===== config.mk =====
export PLATFORM = sky130hd
export DESIGN_NAME = demux
export DESIGN_NICKNAME = d
export VERILOG_FILES = /design/src/rtl/demux.sv
export SDC_FILE = /design/constraint.sdc
export NUM_CORES = 1
export LEC_CHECK = 0
export ABC_CLOCK_PERIOD_IN_PS = 1400
export BUFFER_PORTS_ARGS = -buffer_cell sky130_fd_sc_hd__clkbuf_2
export CAP_MARGIN = 30
export CORE_MARGIN = 2
export CORE_UTILIZATION = 43
export DETAILED_ROUTE_END_ITERATION = 8
export HOLD_SLACK_MARGIN = 0.12
export PLACE_DENSITY = 0.81
export REMOVE_ABC_BUFFERS = 1
export SKIP_LAST_GASP = 1
export SLEW_MARGIN = 0
export SYNTH_ARGS = -nofsm -noshare
export SYNTH_HDL_FRONTEND = slang
export SYNTH_SLANG_ARGS = --single-unit
export TNS_END_PERCENT = 100

===== constraint.sdc =====
create_clock -name i_clk -period 1.4 [get_ports i_clk]
set_clock_uncertainty 0.15 [all_clocks]
set_input_delay 0.14 -clock i_clk [delete_from_list [all_inputs] [get_ports i_clk]]
set_output_delay 0.14 -clock i_clk [all_outputs]
set_load 0.02 [all_outputs]

===== src/rtl/demux.sv =====
// demux: registered stream demultiplexer.
// Routes one input word to one of NUM_OUTPUTS channels under valid/ready.
// Each channel owns a one-entry holding register, so a stalled consumer
// only blocks words addressed to its own channel.
// Output bus packing: channel k at [k*DATA_WIDTH +: DATA_WIDTH], channel 0
// in the LSBs. This matches the mux input bus.
// Optional feature: define DEMUX_BROADCAST_EN to add i_broadcast, which
// copies the input word into every channel at once.

module demux #(
    parameter int NUM_OUTPUTS = 4,
    parameter int DATA_WIDTH  = 8
) (
    input  logic                              i_clk,
    input  logic                              i_rst_n,
`ifdef DEMUX_BROADCAST_EN
    input  logic                              i_broadcast,
`endif
    input  logic                              i_valid,
    output logic                              o_ready,
    input  logic [DATA_WIDTH-1:0]             i_data,
    input  logic [$clog2(NUM_OUTPUTS)-1:0]    i_select,
    output logic [NUM_OUTPUTS*DATA_WIDTH-1:0] o_data_bus,
    output logic [NUM_OUTPUTS-1:0]            o_valid,
    input  logic [NUM_OUTPUTS-1:0]            i_ready,
    output logic                              o_err
);

    localparam int SEL_W = $clog2(NUM_OUTPUTS);

    // Channel count widened by one bit, so out-of-range selects can be
    // detected when NUM_OUTPUTS is not a power of two.
    localparam logic [SEL_W:0] NUM_OUT_W = (SEL_W+1)'(NUM_OUTPUTS);

    logic [DATA_WIDTH-1:0]  slot [NUM_OUTPUTS];
    logic [NUM_OUTPUTS-1:0] full;
    logic [NUM_OUTPUTS-1:0] load;
    logic                   broadcast;
    logic                   sel_in_range;
    logic                   sel_ready;
    logic                   all_ready;
    logic                   accept;
    logic                   drop;
    logic                   err_q;

`ifdef DEMUX_BROADCAST_EN
    assign broadcast = i_broadcast;
`else
    assign broadcast = 1'b0;
`endif

    assign sel_in_range = ({1'b0, i_select} < NUM_OUT_W);

    // Input readiness: depends on select, full flags and consumer ready.
    // It never depends on i_valid or i_data.
    always_comb begin
        // NOTE: every variable assigned in always_comb gets a default first.
        // A path that leaves a variable unassigned would infer a latch.
        sel_ready = 1'b1;
        for (int k = 0; k < NUM_OUTPUTS; k++) begin
            if (sel_in_range && (i_select == SEL_W'(k))) begin
                sel_ready = !full[k] || i_ready[k];
            end
        end
        all_ready = &(~full | i_ready);
        o_ready   = broadcast ? all_ready : sel_ready;
    end

    assign accept = i_valid && o_ready;

    // A word is dropped when it is accepted with a select that names no
    // channel. Broadcast words ignore the select, so they are never dropped.
    assign drop = accept && !broadcast && !sel_in_range;

    // Per-channel load strobes for the accepted word.
    always_comb begin
        load = '0;
        for (int k = 0; k < NUM_OUTPUTS; k++) begin
            load[k] = accept && (broadcast ||
                                 (sel_in_range && (i_select == SEL_W'(k))));
        end
    end

    // Full flags and error pulse. A load wins over a drain, so a channel
    // that drains and reloads at the same edge stays full. This gives full
    // throughput.
    always_ff @(posedge i_clk or negedge i_rst_n) begin
        if (!i_rst_n) begin
            full  <= '0;
            err_q <= 1'b0;
        end else begin
            // NOTE: sequential state uses non-blocking assignments only.
            // All flops then update together from the values before the edge.
            full  <= load | (full & ~i_ready);
            err_q <= drop;
        end
    end

    // Slot storage: written only on load. An empty slot keeps its last word.
    always_ff @(posedge i_clk or negedge i_rst_n) begin
        if (!i_rst_n) begin
            // NOTE: the slot array is reset explicitly, so the output bus
            // reads 0 immediately after reset rather than stale data.
            for (int k = 0; k < NUM_OUTPUTS; k++) begin
                slot[k] <= '0;
            end
        end else begin
            for (int k = 0; k < NUM_OUTPUTS; k++) begin
                if (load[k]) begin
                    slot[k] <= i_data;
                end
            end
        end
    end

    // Flatten the slots onto the output bus, channel 0 in the LSBs.
    for (genvar k = 0; k < NUM_OUTPUTS; k++) begin : g_bus
        assign o_data_bus[k*DATA_WIDTH +: DATA_WIDTH] = slot[k];
    end

    assign o_valid = full;
    assign o_err   = err_q;

endmodule


## Yosys cells after proc, flatten, opt, wreduce, memory -nomap -nowiden

Cells that the tools add are included.
W data, S select, Z words.

- Bits of input ports: 17
- Output and inout port bits: 38
- Register bits after elaboration: 36

- Equality and inequality tests: 3
- Bitwise logic cells: 3
- Reductions and logical operators: 14
- Mux-type cells: 4

Operators with widths:

| cell | count |
|---|---|
| $logic_and A1 B1 Y1 | 5 |
| $and A4 B4 Y4 | 1 |
| $eq A2 B2 Y1 const B | 2 |
| $logic_not A1 Y1 | 4 |
| $logic_or A1 B1 Y1 | 4 |
| $mux W1 | 4 |
| $not A4 Y4 | 1 |
| $or A4 B4 Y4 | 1 |
| $eq A2 B1 Y1 const B | 1 |
| $logic_not A2 Y1 | 1 |

## Logic depth before layout (Yosys ltp)

- Depth after elaboration: 9
- Gate-level depth with buffers: 5
- Mapped depth without buffers: 3

## Least setup slack after synthesis

Ideal clock, no wire load.

- Path type: register -> register
- Start point: reg full[0] (netlist: o_valid[0])
- End point: reg slot, in the netlist o_data_bus[0]
- Cell stages (with the launch flop): 5
- Arrival time: 1.337 ns
- Slack: -0.212 ns
- Period minus slack after synthesis: 1.612 ns
- Path buffers: 1
- Library setup time: 0.125 ns
- Path through: dfrtp_1 > nand2b_1 > or3b_1 > buf_6 > mux2_4

- Word-level cells in the longest chain between the ends: 8

Ends and longest elaborated chain:

| element | RTL line | text |
|---|---|---|
| start: declaration | 36 | `logic [NUM_OUTPUTS-1:0] full;` |
| start signal: assignment | 94 | `full <= load \| (full & ~i_ready);` |
| $logic_not A1 Y1 | 62 | `sel_ready = !full[k] \|\| i_ready[k];` |
| $logic_or A1 B1 Y1 | 62 |  |
| $mux W1 (4 in series) | 61 | `if (sel_in_range && (i_select == SEL_W'(k))) begin` |
| $logic_and A1 B1 Y1 | 69 | `assign accept = i_valid && o_ready;` |
| $logic_and A1 B1 Y1 | 79 | `load[k] = accept && (broadcast \|\|` |
| end signal: indexed assignment | 110 | `slot[k] <= i_data;` |
| end: declaration | 35 | `logic [DATA_WIDTH-1:0] slot [NUM_OUTPUTS];` |

No other way between the ends.
A chain may end at the register's enable or synchronous reset.

## Final worst setup path

- Start point: reg full[0] (netlist: o_valid[0])
- End point: out o_ready

- Word-level cells in the longest chain between the ends: 6

Ends and longest elaborated chain:

| element | RTL line | text |
|---|---|---|
| $logic_not A1 Y1 | 62 |  |
| $logic_or A1 B1 Y1 | 62 |  |
| $mux W1 (4 in series) | 61 |  |
| end: declaration | 20 | `output logic o_ready,` |

No other way between the ends.

==> results <==
- The run finished, with violations left.
- The checks that failed: setup timing.
- The TritonCTS buffer count is 5.
- The via count is 1060.
- Based on the critical path, the design can be clocked at up to 0.583 GHz.
- For this run, the post-layout net count is ~190.
- The first routing iteration left ~70 violations.
- The routability congestion estimate from global placement is around 0.72.
- Along the worst hold path, the cell count comes to 3.
- The floorplan step defined a die boundary enclosing just under 0.004 mm2.
- After detailed routing, the average wire length per cell comes to ~17 um.
- The classification of the worst setup path is reg2out.
- Of the total synthesized cell area, the portion taken by AND, OR, NAND and NOR gates is 0.0699.
- The H-tree was split into 2 levels.
- The instance area after placement is 0.00183 mm2.
- The worst supply voltage drop on vdd is 0.799 mV.
- The startpoint identified for the worst hold timing path is i_ready[2].
- The total area inside the core boundary comes to 0.00331 mm2.
- The setup slack after placement is -187 ps.
- In the final layout, the share of cells above drive strength 1 is 0.642.
- The via count of the first global-routing pass is 1088.
- The share of the Yosys chip area taken by registers is 0.614.
- The type of destination of the critical path is a primary output.
- The clock latency reported for the late side of the worst-skew pair is 330 ps.
- Setup slack on the critical path of the routed design comes to -316 ps.
- After clock tree synthesis, the clock-pin slew on the worst setup and hold paths is 100 ps.
- The startpoint identified for the worst register-to-register timing path is o_valid[0].
- The average instance in the mapped netlist occupies 16.1 um2.
- CTS placed an instance of sky130_fd_sc_hd__clkbuf_4 at the clock tree root.
- The post-DP HPWL is 2300 um.
- The count of placed standard cells in the final layout, fillers left out is 222.
- The initial antenna violation count is 0.
- The routed design has between 3000 and 4000 um of wire.
- The number of max-slew violations in the final report is 0.
- The critical path required time is 1110 ps.
- The pin count of the biggest net entering global routing is 21.
- The cell type of the slowest stage on the worst timing path is sky130_fd_sc_hd__mux4_2.
- The worst hold path terminates at o_valid[2].
- Measured along the x axis, the die boundary spans around 62 um.
- The height of the chip is 62.4 um.
- The most frequent standard cell in the layout excluding fill and tap cells is sky130_fd_sc_hd__clkbuf_2.
- The worst register-to-register path has a depth of 4.
- The number of hold violations in the final report is 0.
- Relative to the synthesized area, the layout overhead comes to 52.9%.
- The area of all sequential standard cells is 901 um2.
- The register bit total from synthesis is 36.
- The multi-input combinational cells in the finished layout cover a total of 637 um2.
- The number of detailed-route iterations in the first pass is 4.
- Across every metal layer, demand over resource in global routing totals 0.190.
- Synthesis handed over a netlist of 91 instances.
- The leakage power of the design is around 1.2 nW.
- Setup repair after global routing could not meet its margin everywhere.
- The library cells used most frequently in the layout, excluding fill and tap cells, are 52 x sky130_fd_sc_hd__clkbuf_2, 36 x sky130_fd_sc_hd__dfrtp_1, 32 x sky130_fd_sc_hd__mux2_4.
- TritonCTS built the clock tree.
- The power per cell area is 1370 mW/mm2.
- The fraction of the mapped netlist area in compound gates is 0.00682.
- The longest individual stage delay on the worst path is 490 ps.
- Counting tap cells, the placed design contains a total of 193 instances.
- The data arrival time of the critical path is 1430 ps.
- In this run the remaining antenna-violating nets after routing total 0.
- The post-synthesis share of cell area spent on xor and xnor gates is 0.
- The total of endpoints with negative setup slack in the final report is 34.
- The effective utilization at floorplan is 0.443.
- Summing every instance area after synthesis gives 0.00147 mm2.
- The setup total negative slack is -5260 ps.
- The reg-to-reg setup timing slack is -300 ps.
- The sink count of the clock tree is 36.
- The Yosys step of the flow raised 0 warnings.
- By area, the combinational part of the netlist is dominated by multiplexers.
- In this run the critical register-to-register path is captured at o_data_bus[3].
- The total overflow left after global routing is 0.
- between 50 and 60 I/O pins were placed.
- After synthesis, the share of cell area in mux cells is 0.284.
- Of all nets on the critical path, the largest fanout is 3.
- The count of unresolved DRC violations after routing is 0.
- The floorplan has 21 rows.
- The max capacitance violation total is 0.
- Dividing the final minimum period by the clock period gives 1.23.
- The number of filler cells placed in the layout is around 240.
- Of the total synthesized cell area, the portion taken by full adders, half adders and majority gates is 0.
- STA classifies the critical path startpoint as a flip-flop.
- The clock passes through at most 2 buffers.
- Walking the worst path, the cells encountered are nand2b_1 -> mux4_2 -> buf_8.
- The clock period minus final worst setup slack is 1720 ps.
- The first global-routing pass estimated 5510 um of wire.
- Once layout is done, the placed cells without fillers occupy about 0.0022 mm2.
- The unique cell type count in the Yosys netlist is 17.
- Buffers placed on the I/O ports in this run total 53.
- The type of the worst min-delay path is in2reg.
- The via count normalized by instance count is about 4.8.
- The count of antenna diodes in the layout is 0.
-- critical path, delay by kind of cell, from the launching register on --
family / cells / cell delay (ps)
multiplexers: 1 / 490
flip-flops: 1 / 370
AND/OR/NAND/NOR: 1 / 100
buffers and inverters: 1 / 150
-- worst max path at each step --
| stage | startpoint | end | cells after the start |
|---|---|---|---|
| final | o_valid[0] | o_ready | 3 |
| after global routing | o_valid[2] | o_ready | 3 |
| after CTS | o_valid[2] | o_ready | 3 |
| after detailed placement | o_valid[0] | o_data_bus[3] | 4 |
| after global placement | o_valid[0] | o_data_bus[7] | 4 |
| after floorplan | o_valid[0] | o_data_bus[0] | 3 |
-- logic make-up (layout without fill, tap and decap cells) --
family	Yosys count	after routing
mux	33	33
buf+inv	5	90
other cells	1	1
simple gates	14	14
flops	36	36
compound gates	2	2
-- timing repair --
| action | in CTS | in global routing |
|---|---|---|
| buffers inserted | 2 | 6 |
| hold endpoints to repair | 72 | 4 |
| hold buffers | 13 | 2 |
| gates resized for setup | 11 | 33 |
| endpoints found under the setup margin | 33 | 35 |
-- per-stage QoR --
step	total power, mW	hold WS, ps	utilization
floorplan	1.86	-306	-
global route	3.22	18.2	0.678
detailed placement	2.21	-39.8	0.553
global placement	2.18	-56.1	0.553
finish	3.07	10.9	0.678
CTS	2.97	-35.5	0.629
-- final cells by class --
type	count	share of cell area
Sequential cell	36	0.402
Clock inverter	2	0.0156
Multi-Input combinational cell	50	0.284
Tap cell	46	0.0257
Timing Repair Buffer	82	0.255
Clock buffer	6	0.0184
-- registers in the layout, summed over array words and instances, names as in the netlist --
name / count
o_data_bus: 32
o_valid: 4
-- power breakdown --
part	leakage, nW	internal (mW)	switching, mW
clock	0.0422	0.374	0.331
sequential	0.431	1.24	0.129
combinational	0.689	0.492	0.502
total	1.16	2.11	0.962
-- cell usage after synthesis --
master                     count  area share
sky130_fd_sc_hd__dfrtp_1      36        0.61
sky130_fd_sc_hd__mux2_2       24        0.18
sky130_fd_sc_hd__mux2_4        8       0.082
sky130_fd_sc_hd__nand2b_1      4       0.017
sky130_fd_sc_hd__buf_2         3       0.010
sky130_fd_sc_hd__nand2_1       3      0.0077
sky130_fd_sc_hd__nor2b_1       2      0.0085
sky130_fd_sc_hd__o21ai_0       2      0.0068
sky130_fd_sc_hd__buf_4         1      0.0051
sky130_fd_sc_hd__buf_6         1      0.0077
sky130_fd_sc_hd__conb_1        1      0.0026
sky130_fd_sc_hd__mux4_1        1       0.018
sky130_fd_sc_hd__nand2b_4      1      0.0094
sky130_fd_sc_hd__nand3_1       1      0.0034
sky130_fd_sc_hd__nand3b_1      1      0.0051
sky130_fd_sc_hd__nor3b_4       1       0.013
sky130_fd_sc_hd__or3b_1        1      0.0060
-- metal layers --
metal	global-route usage	routed length (um)
met1	0.237	1530
met2	0.308	1920
met3	0.0414	193
met4	0.108	46
met5	0	0
Power figures use the tool's default switching activity.
